--- config.mk ---
export PLATFORM = sky130hd
export DESIGN_NAME = fetch_sequencer
export DESIGN_NICKNAME = d
export VERILOG_FILES = /design/src/rtl/fetch_sequencer.sv
export SDC_FILE = /design/constraint.sdc
export NUM_CORES = 1
export LEC_CHECK = 0
export BUFFER_PORTS_ARGS = -buffer_cell sky130_fd_sc_hd__buf_2
export CAP_MARGIN = 20
export CORE_MARGIN = 3
export CORE_UTILIZATION = 31
export CTS_BUF_LIST = sky130_fd_sc_hd__clkbuf_16
export DETAILED_ROUTE_END_ITERATION = 16
export PLACE_DENSITY = 0.66
export REMOVE_ABC_BUFFERS = 1
export SLEW_MARGIN = 10
export SYNTH_ARGS = -nofsm -noshare
export SYNTH_HDL_FRONTEND = slang
export SYNTH_SLANG_ARGS = --single-unit
export TNS_END_PERCENT = 10
--- constraint.sdc ---
create_clock -name Clk -period 6.8 [get_ports Clk]
set_clock_uncertainty 0.2 [all_clocks]
set_input_delay 2.04 -clock Clk [delete_from_list [all_inputs] [get_ports Clk]]
set_output_delay 2.04 -clock Clk [all_outputs]
set_load 0.03 [all_outputs]
--- src/rtl/fetch_sequencer.sv ---
// Instruction-fetch sequencer: drives the next PC, runs the imem req/ack handshake
// and holds each fetched word for decode, applying jump/branch redirects on consumption.
module fetch_sequencer #(
  parameter logic [31:0] RESET_PC = 32'h0000_0000,
  parameter int unsigned PC_STEP  = 4
) (
  input  logic        Clk,
  input  logic        Rst_n,
  output logic        Imem_req,
  output logic [31:0] Imem_addr,
  input  logic        Imem_ack,
  input  logic [31:0] Imem_rdata,
  output logic [31:0] Instr,
  output logic [31:0] Instr_pc,
  output logic        Instr_valid,
  input  logic        Stall,
  input  logic        Jump,
  input  logic [25:0] Jump_index,
  input  logic        Branch_taken,
  input  logic [31:0] Branch_target,
  output logic [31:0] Next_pc
);

  typedef enum logic [1:0] {
    S_IDLE = 2'd0,
    S_WAIT = 2'd1,
    S_HOLD = 2'd2
  } state_t;

  state_t      state_q;
  logic [31:0] pc_q;
  logic [31:0] pc_d;
  logic [31:0] instr_q;
  logic [31:0] instr_pc_q;
  logic        req_q;
  logic        valid_q;

  // Branch targets are word aligned; the low two bits are dropped.
  logic unused_btgt_lsbs;
  assign unused_btgt_lsbs = ^Branch_target[1:0];

  always_comb begin
    pc_d = pc_q;
    case (state_q)
      S_WAIT: begin
        if (Imem_ack) pc_d = pc_q + 32'(PC_STEP);
      end
      S_HOLD: begin
        if (!Stall) begin
          if (Jump)              pc_d = {pc_q[31:28], Jump_index, 2'b00};
          else if (Branch_taken) pc_d = {Branch_target[31:2], 2'b00};
        end
      end
      default: pc_d = pc_q;
    endcase
  end

  always_ff @(posedge Clk or negedge Rst_n) begin
    if (!Rst_n) begin
      state_q    <= S_IDLE;
      pc_q       <= RESET_PC;
      instr_q    <= 32'h0;
      instr_pc_q <= 32'h0;
      req_q      <= 1'b0;
      valid_q    <= 1'b0;
    end else begin
      pc_q <= pc_d;
      case (state_q)
        S_IDLE: begin
          state_q <= S_WAIT;
          req_q   <= 1'b1;
        end
        S_WAIT: begin
          if (Imem_ack) begin
            state_q    <= S_HOLD;
            instr_q    <= Imem_rdata;
            instr_pc_q <= pc_q;
            req_q      <= 1'b0;
            valid_q    <= 1'b1;
          end
        end
        S_HOLD: begin
          if (!Stall) begin
            state_q <= S_WAIT;
            req_q   <= 1'b1;
            valid_q <= 1'b0;
          end
        end
        default: begin
          state_q <= S_IDLE;
          req_q   <= 1'b0;
          valid_q <= 1'b0;
        end
      endcase
    end
  end

  assign Imem_req    = req_q;
  assign Imem_addr   = pc_q;
  assign Instr       = instr_q;
  assign Instr_pc    = instr_pc_q;
  assign Instr_valid = valid_q;
  assign Next_pc     = pc_d;

endmodule

==> results of run 1 <==
[cell usage in the layout, fill, tap and decap left out, types with 5 or more instances in the layout]
cell | synthesis | final
ha_1 | 5 | 5
nand3_1 | 11 | 11
buf_4 | 0 | 11
buf_2 | 2 | 222
mux2i_1 | 9 | 9
clkbuf_16 | 0 | 9
nand4_1 | 10 | 10
mux2_2 | 62 | 62
a21oi_1 | 18 | 18
o221ai_1 | 13 | 13
a221o_1 | 9 | 9
and4_1 | 8 | 8
nor2_1 | 37 | 37
nand2_1 | 34 | 33
nor4_1 | 6 | 6
dfrtp_1 | 100 | 100
o21a_1 | 5 | 5
o21ai_0 | 19 | 19
nor3_1 | 7 | 7
a22oi_1 | 15 | 15
inv_1 | 13 | 15
nor2b_1 | 5 | 5
[through the flow]
| step | setup slack (ps) | utilization | hold slack (ps) | instance area, um^2 |
|---|---|---|---|---|
| final | 390 | 0.419 | 290 | 6710 |
| after global routing | 259 | 0.419 | 309 | 6710 |
| after CTS | 389 | 0.419 | 293 | 6710 |
| after detailed placement | 403 | 0.403 | 277 | 6440 |
| after global placement | 377 | 0.403 | 257 | 6440 |
| after floorplan | 694 | - | 312 | 4970 |
[area by class of cell]
type	count	area [um^2]	share of cell area
flip-flops and latches	100	2500	0.373
multi-input cells	331	2420	0.362
repair buffers	233	1190	0.178
well taps	216	270	0.0403
clock buffers	9	225	0.0336
inverters	14	52.6	0.00783
clock inverters	7	36.3	0.00541
diodes	1	2.50	0.000373
[sequential cells by signal (all words and copies together) (netlist names)]
register,cells
Instr,32
Instr_pc,32
Imem_addr,32
state_q,2
Instr_valid,1
Imem_req,1
[power by group]
part           internal [W]  total (W)  leakage (nW)  switching (W)
combinational      0.000594    0.00189          1.92        0.00129
sequential         0.000831    0.00104          1.28       0.000206
clock              0.000243   0.000468         0.133       0.000225
total               0.00167    0.00339          3.34        0.00173
[worst min-delay path by stage]
stage / slack [ps] / endpoint / cells after the start / from
finish: 290 / Instr_pc[5]$_DFFE_PN0P_ / 2 / Instr_pc[5]$_DFFE_PN0P_
global route: 310 / Instr[16]$_DFFE_PN0P_ / 1 / Instr[16]$_DFFE_PN0P_
CTS: 290 / Instr_pc[13]$_DFFE_PN0P_ / 2 / Instr_pc[13]$_DFFE_PN0P_
detailed placement: 280 / Instr_pc[2]$_DFFE_PN0P_ / 2 / Instr_pc[2]$_DFFE_PN0P_
global placement: 260 / Instr_pc[13]$_DFFE_PN0P_ / 2 / Instr_pc[13]$_DFFE_PN0P_
floorplan: 310 / state_q[1]$_DFFE_PN0P_ / 2 / state_q[1]$_DFFE_PN0P_
[tightest hold or removal path: cells and delay by family (launching register included)]
kind	cells	cell delay, ps
AOI/OAI and AO/OA	1	60
DFF	1	340
and+or+nand+nor	1	40
[per-layer routing]
layer,vias to the layer above,global-route usage,wire length (um)
met5,-,0,0
met4,0,0.0520,186
met3,14,0.0394,1190
met2,186,0.297,7940
met1,2240,0.244,7480
li1,2211,-,-
[kinds of logic (layout without fill, tap and decap cells)]
logic type               after synthesis  count (layout)  share of synthesized area
multiplexers                          72              72                      0.157
XOR/XNOR                               1               1                    0.00172
buffers and inverters                 45             263                     0.0337
flip-flops                           100             100                      0.492
AO/OA/AOI/OAI                        114             114                      0.164
adder cells (fa/ha/maj)                5               5                     0.0123
AND/OR/NAND/NOR                      139             139                      0.140
other                                  0               1                          0
==> results.tsv, run 1 <==
stage	metric	value	unit
run_status	outcome	finished clean	
clock_network	cts_tree	yes	
logic_synthesis	ys.warnings.count	0	
detailed_routing	routed_wl	16800	um
floorplanning	die_h	134	um
setup_path	cp_data_arrival_time	4170	ps
setup_path	cp.required	4560	ps
setup_path	path_cells	buf_2, nand4_1, or4_1, nor4_1, mux2_1, a221o_1, buf_2	
setup_path	crit_path_frequent_cell	buf_2	
logic_synthesis	syn-instance-count	476	
logic_synthesis	seq_area_frac_synth	0.492	
layout	stdcell_count	911	
setup_path	worstSetupEndpoint	Next_pc[30]	
global_route	antenna_found_initial	1	
timing	fin_crit_sh	0.943	
setup_path	path_buf_inv	2	
clock_network	hold_buffers	0	
clock_network	h-tree-depth	3	
setup_path	setup.worst_path.end_class	output pin	
timing	final_max_slew_viol_count	0	
global_route	grt_max_degree	70	
placement	port_buffers	223	
floorplanning	start_util	0.318	
logic_synthesis	synthFlopType	dfrtp_1	
setup_path	crit_start	Imem_ack	
layout	nFillCells	1637	
logic_synthesis	synth_most_common_cell	dfrtp_1	
power	p_per_area	506	nW/um^2
logic_synthesis	synth.cell_area	5090	um^2
global_route	grt_pass1_vias	4363	
detailed_routing	drc_errors	0	
setup_path	ff2ff_setup_slack	3940	ps
timing	tightest_slew	934	ps
clock_network	clock_latency	340	ps
detailed_routing	first_iter_violations	275	
logic_synthesis	synth_seq_cells	100	
floorplanning	rows	46	
global_route	grt_pass1_wl	25400	um
detailed_routing	first_pass_iters	5	
detailed_routing	via_count	4651	
clock_network	cts-root-buf	clkbuf_16	
floorplanning	coreArea	16000	um^2
power	ir_drop	0.000264	V
timing	final-hold-violation-count	0	
logic_synthesis	synth_edf_count	0	
timing	rsz0062_at_grt	no	
floorplanning	die_w	134	um
logic_synthesis	ys_types	53	
timing	finalCriticalPeriod	6410	ps
logic_synthesis	avgSynthCellArea	10.7	um^2
detailed_routing	wl_per_cell	18.4	um
logic_synthesis	synth_top_cell_area_share	0.492	
logic_synthesis	synth_common_cells	dfrtp_1, mux2_2, nor2_1, nand2_1, clkbuf_1	
logic_synthesis	synthTopCellsByArea	dfrtp_1, mux2_2, nor2_1	
clock_network	path_clk_slew	60	ps
hold_path	hold_path_class	flip-flop to flip-flop	
logic_synthesis	synth_area_leader_cell	dfrtp_1	
flow_run	maxCapViolations	0	
clock_network	cts_buffers	9	
setup_path	reg2reg_from	state_q[1]$_DFFE_PN0P_	
clock_network	clock_path_buffers	2	
clock_network	cts_num_sinks	100	
detailed_routing	via_per_inst	5.11	
timing	slew_headroom	0.377	
clock_network	cts_setup_buffers	0	
layout	syn_to_final_growth	31.8	%
placement	placed_cells	894	
setup_path	cp_max_fo	10	
power	p_leak	3.34	nW
setup_path	startpoint_type	primary input	
floorplanning	pin_count	226	
logic_synthesis	synthArstFlopShare	1.00	
detailed_routing	ant_nets	0	
setup_path	r2r_end	state_q[0]$_DFFE_PN0P_	
clock_network	cts_resized	0	
placement	dp_hpwl	12400	um
setup_path	path_delay_family	simple AND/OR/NAND/NOR gates	
power	totalPowerFinal	0.00339	W
layout	drive_above_1_share	0.457	
setup_path	critical_path_depth	7	
placement	gp_congestion	0.787	
layout	nNetsFinal	790	
setup_path	r2r_cells	6	
setup_path	critPathKind	primary input to output pin	
timing	finalSetupViolCount	0	
timing	fin_setup_tns	0	ps
setup_path	critPathSlowestCell	or4_1	
timing	fmax	156	MHz
setup_path	slowest_delay	510	ps
global_route	grtUsageTotal	0.182	
global_route	overflow	0	
floorplanning	dieArea	18000	um^2
Power figures use the tool's default switching activity.
==> inputs of run 2 (changes only) <==
--- a/config.mk
+++ b/config.mk
@@ -8,13 +8,12 @@
 export BUFFER_PORTS_ARGS = -buffer_cell sky130_fd_sc_hd__buf_2
 export CAP_MARGIN = 20
 export CORE_MARGIN = 3
-export CORE_UTILIZATION = 31
+export CORE_UTILIZATION = 48
 export CTS_BUF_LIST = sky130_fd_sc_hd__clkbuf_16
 export DETAILED_ROUTE_END_ITERATION = 16
-export PLACE_DENSITY = 0.66
+export PLACE_DENSITY = 0.91
 export REMOVE_ABC_BUFFERS = 1
 export SLEW_MARGIN = 10
 export SYNTH_ARGS = -nofsm -noshare
 export SYNTH_HDL_FRONTEND = slang
 export SYNTH_SLANG_ARGS = --single-unit
-export TNS_END_PERCENT = 10
==> run 2 against run 1 <==
Effect of this change:
- die area is 34% lower
- design area is 0.76% lower
- sequential power hardly changed
- combinational power hardly changed
- sequential share of layout area is 0.29 points higher
- critical path type unchanged
- largest cell class unchanged
- highest routed layer unchanged
==> results.tsv, run 2 (synthesis gave the netlist of run 1 again) <==
stage	metric	value	unit
layout	drive_above_1_share	0.463	
floorplanning	dieArea	11900	um^2
power	p_comb_frac	0.545	
setup_path	cp_data_arrival_time	4160	ps
clock_network	cts_setup_buffers	0	
hold_path	hold_end	Instr_pc[2]$_DFFE_PN0P_	
global_route	grt_max_degree	70	
power	p_per_area	518	nW/um^2
detailed_routing	wl_met2	7790	um
flow_run	maxCapViolations	0	
clock_network	cts_tree	yes	
clock_network	cts_buffers	9	
power	totalPowerFinal	0.00345	W
timing	tightest_slew	880	ps
clock_network	hold_buffers	0	
layout	syn_to_final_growth	30.7	%
floorplanning	coreArea	10000	um^2
timing	rsz0062_at_grt	no	
setup_path	r2r_end	Imem_addr[26]$_DFF_PN0_	
clock_network	clock_path_buffers	2	
detailed_routing	first_pass_iters	5	
timing	finalSetupViolCount	0	
detailed_routing	via_count	4798	
layout	multi_input_area	2420	um^2
power	clock_power_share	0.152	
layout	final_common_cell	buf_2	
power	ir_drop	0.000272	V
setup_path	critPathKind	primary input to output pin	
hold_path	worstHoldPathCells	2	
setup_path	cp.required	4560	ps
detailed_routing	route.top_layer_used	met4	
clock_network	h-tree-depth	3	
global_route	grt_pass1_wl	24000	um
global_route	antenna_found_initial	0	
placement	dp_hpwl	12200	um
floorplanning	pin_count	226	
setup_path	reg2reg_from	state_q[0]$_DFFE_PN0P_	
power	p_leak	3.36	nW
power	seqPwrFrac	0.304	
timing	finalCriticalPeriod	6400	ps
clock_network	cts_num_sinks	100	
timing	final-hold-violation-count	0	
detailed_routing	drc_errors	0	
layout	seq_area	2500	um^2
floorplanning	start_util	0.507	
detailed_routing	routed_wl	15900	um
detailed_routing	first_iter_violations	234	
placement	port_buffers	223	
placement	gp_congestion	0.885	
clock_network	cts_resized	0	
hold_path	hold_path_class	flip-flop to flip-flop	
global_route	overflow	0	
timing	fin_crit_sh	0.940	
global_route	grtUsageTotal	0.262	
layout	diodes	0	
setup_path	startpoint_type	primary input	
detailed_routing	dr_wl_met3	1340	um
floorplanning	die_h	109	um
global_route	grt_pass1_vias	4587	
setup_path	r2r_cells	7	
hold_path	hp-start	Instr_pc[2]$_DFFE_PN0P_	
detailed_routing	wl_per_cell	19.2	um
timing	final_max_slew_viol_count	0	
setup_path	cp_max_fo	10	
clock_network	clock_latency	340	ps
layout	post-route-util	0.663	
layout	mostFrequentLayoutCells	buf_2, dfrtp_1, mux2_2	
power	p_sw_frac	0.500	
timing	slew_headroom	0.413	
run_status	outcome	finished clean	
setup_path	ff2ff_setup_slack	3710	ps
power	p_int	0.00172	W
floorplanning	rows	36	
detailed_routing	ant_nets	0	
floorplanning	die_w	109	um
detailed_routing	via_per_inst	5.79	
power	power_switching	0.00172	W
clock_network	path_clk_slew	80	ps
setup_path	setup.worst_path.end_class	output pin	
timing	fin_setup_tns	0	ps
clock_network	cts-root-buf	clkbuf_16	
layout	nNetsFinal	791	
detailed_routing	wl_met1	6500	um
layout	nFillCells	804	
timing	fmax	156	MHz
## run 2: area by class of cell
| class | instances | area share |
|---|---|---|
| inverter | 14 | 0.00789 |
| clock inverter | 7 | 0.0126 |
| timing repair buffer | 234 | 0.180 |
| clock buffer | 9 | 0.0338 |
| sequential | 100 | 0.376 |
| multi-input combinational | 331 | 0.364 |
| tap | 133 | 0.0250 |
## run 2: through the flow
stage | hold WS [ps] | cells | area (um^2) | worst slack (ps)
2_1_floorplan | 312 | 445 | 4970 | 694
3_3_place_gp | 259 | 812 | 6350 | 403
3_5_place_dp | 270 | 812 | 6350 | 418
4_1_cts | 293 | 828 | 6660 | 413
5_1_grt | 309 | 828 | 6660 | 282
6_report | 287 | 828 | 6660 | 405
## run 2: per-layer routing
| layer | vias to the layer above | global-route usage |
|---|---|---|
| met4 | 0 | 0.0830 |
| met1 | 2298 | 0.341 |
| met3 | 25 | 0.0491 |
| met2 | 262 | 0.444 |
| li1 | 2213 | - |
| met5 | - | 0 |
## run 2: critical path: stages
cell	delay [ps]
buf_2	190
nand4_1	160
or4_1	490
nor4_1	340
mux2_1	350
a221o_1	370
buf_2	190
## run 2: worst max path at each step
stage / from / end / slack, ps / cells past startpoint
after detailed placement: Imem_ack / Next_pc[30] / 420 / 7
after CTS: Imem_ack / Next_pc[30] / 410 / 7
after global routing: Imem_ack / Next_pc[30] / 280 / 7
after global placement: Imem_ack / Next_pc[30] / 400 / 7
after floorplan: Imem_ack / Next_pc[24] / 690 / 5
final: Imem_ack / Next_pc[30] / 400 / 7
## run 2: power by group through the flow
stage	Sequential, W	Combinational (W)	Clock (W)
2_1_floorplan	0.00147	0.000822	0
3_3_place_gp	0.00103	0.00185	0
3_5_place_dp	0.00105	0.00189	0
4_1_cts	0.00104	0.00189	0.000533
5_1_grt	0.00108	0.00200	0.000557
6_report	0.00105	0.00188	0.000523
